## config.mk

```make
export PLATFORM = sky130hd
export DESIGN_NAME = dmem_arbiter
export DESIGN_NICKNAME = d
export VERILOG_FILES = /design/src/rtl/dmem_arbiter.sv
export SDC_FILE = /design/constraint.sdc
export NUM_CORES = 1
export LEC_CHECK = 0
export CAP_MARGIN = 10
export CELL_PAD_IN_SITES_DETAIL_PLACEMENT = 0
export CELL_PAD_IN_SITES_GLOBAL_PLACEMENT = 1
export CORE_MARGIN = 10
export CORE_UTILIZATION = 31
export CTS_CLUSTER_DIAMETER = 200
export CTS_CLUSTER_SIZE = 20
export DETAILED_ROUTE_END_ITERATION = 8
export PLACE_DENSITY = 0.87
export SLEW_MARGIN = 20
export SYNTH_ARGS = -nofsm -noshare
export SYNTH_HDL_FRONTEND = slang
export SYNTH_SLANG_ARGS = --single-unit
export TNS_END_PERCENT = 50
```

## constraint.sdc

```tcl
create_clock -name clk -period 5.6 [get_ports clk]
set_input_delay 1.68 -clock clk [delete_from_list [all_inputs] [get_ports clk]]
set_output_delay 1.68 -clock clk [all_outputs]
set_load 0.005 [all_outputs]
```

## src/rtl/dmem_arbiter.sv

```systemverilog
// Round-robin two-port arbiter and access sequencer for a single-port word memory.
// Sub-word stores become an atomic read-modify-write; out-of-range words return an error.
module dmem_arbiter #(
  parameter int DEPTH = 28
) (
  input  logic             clk,
  input  logic             reset,
  input  logic [1:0]       req_valid,
  output logic [1:0]       req_ready,
  input  logic [1:0]       req_we,
  input  logic [1:0][3:0]  req_be,
  input  logic [1:0][31:0] req_addr,
  input  logic [1:0][31:0] req_wdata,
  output logic [1:0]       resp_valid,
  output logic             resp_err,
  output logic [31:0]      resp_rdata,
  output logic [31:0]      mem_addr,
  output logic [31:0]      mem_wdata,
  output logic             mem_read_en,
  output logic             mem_write_en,
  input  logic [31:0]      mem_rdata,
  output logic [1:0]       dbg_state
);

  // Handshake: a requester raises req_valid[p] with stable fields and holds them
  // until it sees req_ready[p]=1; the request is taken at that clock edge. Exactly
  // one resp_valid[p] pulse follows each accepted request (unless reset intervenes).

  typedef enum logic [1:0] {
    IDLE   = 2'd0,
    ACCESS = 2'd1,
    RMW_WR = 2'd2,
    RESP   = 2'd3
  } state_t;

  localparam logic [29:0] DEPTH_W = 30'(DEPTH);

  state_t      state_q, state_d;
  logic        port_q;
  logic        we_q;
  logic [3:0]  be_q;
  logic [29:0] word_q;
  logic [31:0] wdata_q;
  logic [31:0] data_q;   // read data for responses, merged word for RMW
  logic        last_q;   // port granted most recently

  logic        grant_any;
  logic        grant_port;
  logic        addr_err;
  logic        partial;
  logic [31:0] merged;

  // Address bits [1:0] are ignored by design.
  logic unused_addr_bits;
  assign unused_addr_bits = ^{req_addr[0][1:0], req_addr[1][1:0]};

  assign addr_err  = (word_q >= DEPTH_W);
  assign partial   = (be_q != 4'hF) && (be_q != 4'h0);
  assign dbg_state = state_q;

  always_comb begin
    grant_any  = |req_valid;
    grant_port = 1'b0;
    if (req_valid == 2'b11) grant_port = ~last_q;
    else                    grant_port = req_valid[1];
  end

  always_comb begin
    merged = '0;
    for (int b = 0; b < 4; b++) begin
      merged[8*b +: 8] = be_q[b] ? wdata_q[8*b +: 8] : mem_rdata[8*b +: 8];
    end
  end

  always_comb begin
    state_d      = state_q;
    req_ready    = 2'b00;
    resp_valid   = 2'b00;
    resp_err     = 1'b0;
    resp_rdata   = '0;
    mem_addr     = '0;
    mem_wdata    = '0;
    mem_read_en  = 1'b0;
    mem_write_en = 1'b0;
    case (state_q)
      IDLE: begin
        if (grant_any) begin
          req_ready[grant_port] = 1'b1;
          state_d               = ACCESS;
        end
      end
      ACCESS: begin
        mem_addr = {word_q, 2'b00};
        state_d  = RESP;
        if (!addr_err) begin
          if (!we_q) begin
            mem_read_en = 1'b1;
          end else if (be_q == 4'hF) begin
            mem_write_en = 1'b1;
            mem_wdata    = wdata_q;
          end else if (partial) begin
            mem_read_en = 1'b1;
            state_d     = RMW_WR;
          end
        end
      end
      RMW_WR: begin
        mem_addr     = {word_q, 2'b00};
        mem_write_en = 1'b1;
        mem_wdata    = data_q;
        state_d      = RESP;
      end
      RESP: begin
        resp_valid[port_q] = 1'b1;
        resp_err           = addr_err;
        resp_rdata         = (!we_q && !addr_err) ? data_q : 32'h0;
        state_d            = IDLE;
      end
      default: state_d = IDLE;
    endcase
    // Reset must not let an in-flight access commit or a response escape.
    if (reset) begin
      req_ready    = 2'b00;
      resp_valid   = 2'b00;
      mem_read_en  = 1'b0;
      mem_write_en = 1'b0;
      mem_wdata    = '0;
    end
  end

  always_ff @(posedge clk) begin
    if (reset) begin
      state_q <= IDLE;
      last_q  <= 1'b1;
      port_q  <= 1'b0;
      we_q    <= 1'b0;
      be_q    <= '0;
      word_q  <= '0;
      wdata_q <= '0;
      data_q  <= '0;
    end else begin
      state_q <= state_d;
      case (state_q)
        IDLE: begin
          if (grant_any) begin
            port_q  <= grant_port;
            we_q    <= req_we[grant_port];
            be_q    <= req_be[grant_port];
            word_q  <= req_addr[grant_port][31:2];
            wdata_q <= req_wdata[grant_port];
          end
        end
        ACCESS: begin
          if (!addr_err) begin
            if (!we_q)        data_q <= mem_rdata;
            else if (partial) data_q <= merged;
          end
        end
        RESP: last_q <= port_q;
        default: ;
      endcase
    end
  end

endmodule
```

=== Word-level counts from Yosys, hierarchy flattened ===
Cells that the tools add are included.

* Flip-flop bits (word level): 103
* Bits of input ports: 174
* Output and inout port bits: 105

* $lt $le $gt $ge: 5
* Equality and inequality tests: 8
* Multiplexer cells: 50
* Bitwise logic cells: 2
* Reduce and logical (&&, ||, !) cells: 12

{| class="wikitable"
|+ Operators by type and width
! kind !! count
|-
| $mux W32 || 13
|-
| $pmux W32 S2 || 1
|-
| $mux W8 || 4
|-
| $ge A30 B5 Y1 const B || 1
|-
| $mux W1 || 20
|-
| $mux W2 || 6
|-
| $mux W4 || 2
|-
| $pmux W2 S4 || 1
|-
| $eq A2 B2 Y1 const B || 3
|-
| $eq A4 B4 Y1 const B || 1
|-
| $logic_and A1 B1 Y1 || 4
|-
| $lt A1 B2 Y1 const B || 2
|-
| $ne A4 B4 Y1 const B || 1
|-
| $reduce_bool A4 Y1 || 1
|-
| $reduce_or A2 Y1 || 2
|-
| $reduce_and A3 Y1 || 1
|-
| $demux W1 S1 || 2
|-
| $eq A2 B1 Y1 const B || 1
|-
| $ge A1 B1 Y1 const B || 2
|-
| $logic_not A1 Y1 || 2
|-
| $logic_not A2 Y1 || 1
|-
| $ne A2 B1 Y1 const B || 1
|-
| $ne A2 B2 Y1 const B || 1
|-
| $not A1 Y1 || 2
|-
| 2 further kinds || 2
|}

=== Logic depth before layout (Yosys ltp) ===
* Word-level depth: 9
* Mapped depth: 8

=== Worst setup path before layout ===
Ideal clock, no wire load.

* Kind: in2out
* Start: input reset
* End: output mem_wdata[10]
* Arrival time: 2.514 ns
* Path slack: 1.406 ns
* Stages on the path: 4
* Path buffers: 2
* Cell sequence: and3b_1 buf_1 clkbuf_1 a22o_1

* Word-level cells in the longest chain between the ends: 1

{| class="wikitable"
|+ Ends and longest elaborated chain
! item !! RTL line !! source
|-
| from (decl) || 7 || <nowiki>input logic reset,</nowiki>
|-
| $mux W32 || 122 || <nowiki>if (reset) begin</nowiki>
|-
| to (decl) || 18 || <nowiki>output logic [31:0] mem_wdata,</nowiki>
|}

Every way passes these cells.

=== Worst setup path in the final report ===
* Start: input req_valid[1]
* End: output req_ready[1]

* Word-level cells in the longest chain between the ends: 9

{| class="wikitable"
|+ Ends and longest elaborated chain
! item !! RTL line !! source
|-
| from (decl) || 8 || <nowiki>input logic [1:0] req_valid,</nowiki>
|-
| $eq A2 B2 Y1 || 64 || <nowiki>if (req_valid == 2'b11) grant_port = ~last_q;</nowiki>
|-
| $mux W1 || 64 ||
|-
| $lt A1 B2 Y1 (implied by the code) or $ge A1 B1 Y1 (tied branches) || 88 || <nowiki>req_ready[grant_port] = 1'b1;</nowiki>
|-
| $logic_and A1 B1 Y1 (implied by the code) || 88 ||
|-
| $mux W1 (implied by the code) || 88 ||
|-
| $demux W1 S1 || 88 ||
|-
| $mux W2 * || 87 || <nowiki>if (grant_any) begin</nowiki>
|-
| $mux W2 * || 85 || <nowiki>case (state_q)</nowiki>
|-
| $mux W2 * || 122 ||
|-
| to (decl) || 9 || <nowiki>output logic [1:0] req_ready,</nowiki>
|}

Every way passes the cells marked *; elsewhere a longest branch is shown, timed or not.

==> flow_summary.json <==
{
  "run_status": "finished, final reports clean",
  "setup_viol": 0,
  "finalCriticalPeriod_ns": 4.97,
  "combPwrFrac": 0.396,
  "worstSetupEndpointType": "primary output",
  "h-tree-depth": 3,
  "synthCells": 564,
  "wl_per_cell_um": 21.1,
  "rsz0062_at_grt": "no",
  "hold_class": "reg -> reg",
  "num_vias": 5326,
  "die_area_mm2": 0.0230,
  "fin_crit_sh": 0.888,
  "p_leak_nw": 3.47,
  "postRouteAntennaNets": 0,
  "routed_wl_mm": 21.9,
  "drive_gt1_frac": 0.0826,
  "n_antenna_cell": 0,
  "min_to": "word_q[0]$_SDFFE_PP0P_",
  "max_slew_margin": 0.266,
  "cp-startpoint": "req_valid[1]",
  "power_w": 0.00277,
  "synth_area_per_cell_um2": 9.52,
  "cp_max_fo": 4,
  "cts_setup_buffers": 0,
  "r2r-end": "data_q[10]$_SDFFE_PP0P_",
  "die_w_um": 152,
  "grt_pass1_wl_mm": 32.3,
  "gp_congestion": 0.810,
  "synth-edff-count": 0,
  "seq_area_frac_synth": 0.384,
  "switching_power_w": 0.00101,
  "core-area_mm2": 0.0171,
  "postCtsHoldBufs": 0,
  "yosys_warnings": 0,
  "syn2layout_area_growth_pct": 58.7,
  "grt-ovfl-total": 0,
  "syn_area_mm2": 0.00537,
  "grt_start_max_net_pins": 47,
  "drc_errors": 0,
  "antenna_found_initial": 0,
  "cts_buffers": 9,
  "clockPowerShare": 0.218,
  "p_seq_frac": 0.385,
  "clockRootBuffer": "clkbuf_16",
  "drv_cap": 0,
  "nNetsFinal": 985,
  "io_pins": 279,
  "tightest_slew_ns": 1.10,
  "clk_latency_ns": 0.35,
  "critPathKind": "in -> out",
  "finalNonFillerCells": 1036,
  "yosysUniqueCellTypes": 41,
  "ys_ff_latch": 103,
  "initial_core_util": 0.314,
  "power_density_mw_per_mm2": 325,
  "p_int_w": 0.00176,
  "die_h_um": 152,
  "crit_arrival_ns": 3.29,
  "final_hold_viol_count": 0,
  "dpl.cell_count": 1020,
  "cts_tree": "yes",
  "async_flop_share": 0,
  "p_sw_frac": 0.364,
  "row_count": 48,
  "clock_path_buffers": 2,
  "r2r_cells": 6,
  "min_path_cells": 2,
  "synth_flop_cell": "dfxtp_1",
  "clkTransAtPathRegs_ns": 0.07,
  "slew_violations": 0,
  "numClockSinks": 103,
  "cts_resized": 0,
  "drt-pass1-iter-count": 5,
  "dp.final_hpwl_mm": 16.2,
  "fin_setup_tns_ns": 0,
  "port_buffers": 272,
  "drt_iter0_drc": 336,
  "rrSetupSlack_ns": 2.54,
  "skew_ns": 0.0120,
  "r2r-start": "word_q[15]$_SDFFE_PP0P_",
  "irDropWorstVdd_uv": 218,
  "hold_path.startpoint": "word_q[0]$_SDFFE_PP0P_",
  "grt_usage": 0.182,
  "crit_path_start_kind": "input pin",
  "fmax_ghz": 0.201,
  "cp.required_ns": 3.92,
  "grt_pass1_vias": 5454,
  "via_per_inst": 5.14
}
cell type report:
class,count,area [um^2]
clock buffer,13,260
sequential,103,2060
timing repair buffer,285,2830
inverter,40,150
tap,225,282
clock inverter,3,17.5
multi-input combinational,367,2920
fill,1659,8600
power groups by stage:
| stage | clock network, W | logic (W) | registers, W |
|---|---|---|---|
| 2_1_floorplan | 0 | 0.000634 | 0.00102 |
| 3_3_place_gp | 0 | 0.00110 | 0.00108 |
| 3_5_place_dp | 0 | 0.00111 | 0.00108 |
| 4_1_cts | 0.000627 | 0.00112 | 0.00107 |
| 5_1_grt | 0.000657 | 0.00122 | 0.00109 |
| 6_report | 0.000604 | 0.00110 | 0.00107 |
routing by layer:
metal | up-vias | global-route usage | wire length [um]
li1 | 2585 | - | -
met1 | 2463 | 0.213 | 8920
met2 | 248 | 0.295 | 10100
met3 | 30 | 0.0668 | 2310
met4 | 0 | 0.0753 | 579
met5 | - | 0 | 0
synth_stat cells (2+ instances only):
master / instances / share of area
buf_1: 3 / 0.0021
and3b_1: 5 / 0.0082
nand3_1: 2 / 0.0019
nor3b_1: 2 / 0.0028
o21ai_1: 2 / 0.0019
a211oi_1: 23 / 0.032
nor2_1: 34 / 0.024
a21oi_1: 33 / 0.031
inv_1: 40 / 0.028
buf_4: 5 / 0.0070
dfxtp_1: 103 / 0.38
and2_1: 65 / 0.076
clkbuf_2: 3 / 0.0028
a222oi_1: 45 / 0.084
nor2b_1: 3 / 0.0035
a22o_1: 32 / 0.052
clkbuf_1: 30 / 0.021
nor4_1: 5 / 0.0058
nor3_1: 3 / 0.0028
buf_2: 10 / 0.0093
nand2_1: 7 / 0.0049
mux2i_1: 54 / 0.10
buf_6: 4 / 0.0084
ha_1: 5 / 0.012
a211oi_2: 30 / 0.070
state kept, by name, indices dropped and copies added (netlist names):
| signal | cells |
|---|---|
| we_q | 1 |
| dbg_state | 2 |
| word_q | 30 |
| port_q | 1 |
| wdata_q | 32 |
| be_q | 4 |
| data_q | 32 |
| last_q | 1 |
cells in the final DEF, fill, tap and decap left out, types with 30 or more instances in the layout:
master           synthesis  routed
inv_1                   40      40
a211oi_2                30      30
a21oi_1                 33      33
dfxtp_1                103     103
nor2_1                  34      33
clkdlybuf4s50_1          0     271
a222oi_1                45      45
mux2i_1                 54      54
and2_1                  65      64
a22o_1                  32      32
worst max-delay path by stage:
stage	slack, ns	endpoint
5_1_grt	0.57	req_ready[1]
2_1_floorplan	1.41	mem_wdata[10]
4_1_cts	0.64	req_ready[1]
6_report	0.63	req_ready[1]
3_3_place_gp	0.66	req_ready[1]
3_5_place_dp	0.65	req_ready[1]
stage by stage:
| stage | area (um^2) | utilization | setup slack, ns | hold slack (ns) |
|---|---|---|---|---|
| detailed placement | 8240 | 0.482 | 0.651 | 0.451 |
| global placement | 8240 | 0.482 | 0.656 | 0.437 |
| global route | 8520 | 0.498 | 0.566 | 0.502 |
| finish | 8520 | 0.498 | 0.626 | 0.462 |
| floorplan | 5370 | - | 1.41 | 0.425 |
| CTS | 8520 | 0.498 | 0.637 | 0.468 |
kinds of logic (layout without fill, tap and decap cells):
| logic type | Yosys count | after routing | share of synthesized area |
|---|---|---|---|
| AOI/OAI and AO/OA | 172 | 172 | 0.281 |
| adders and majority gates | 5 | 5 | 0.0116 |
| buffers and inverters | 95 | 341 | 0.0785 |
| DFF | 103 | 103 | 0.384 |
| muxes | 55 | 55 | 0.103 |
| other | 1 | 2 | 0.000698 |
| and+or+nand+nor | 133 | 133 | 0.141 |
critical path, stage by stage:
cell and delay, ns:
clkdlybuf4s50_1 0.54, a21boi_4 0.22, and2_1 0.16, nor2b_4 0.15, clkdlybuf4s50_1 0.54
No activity file was read; power rests on OpenSTA's default activity.
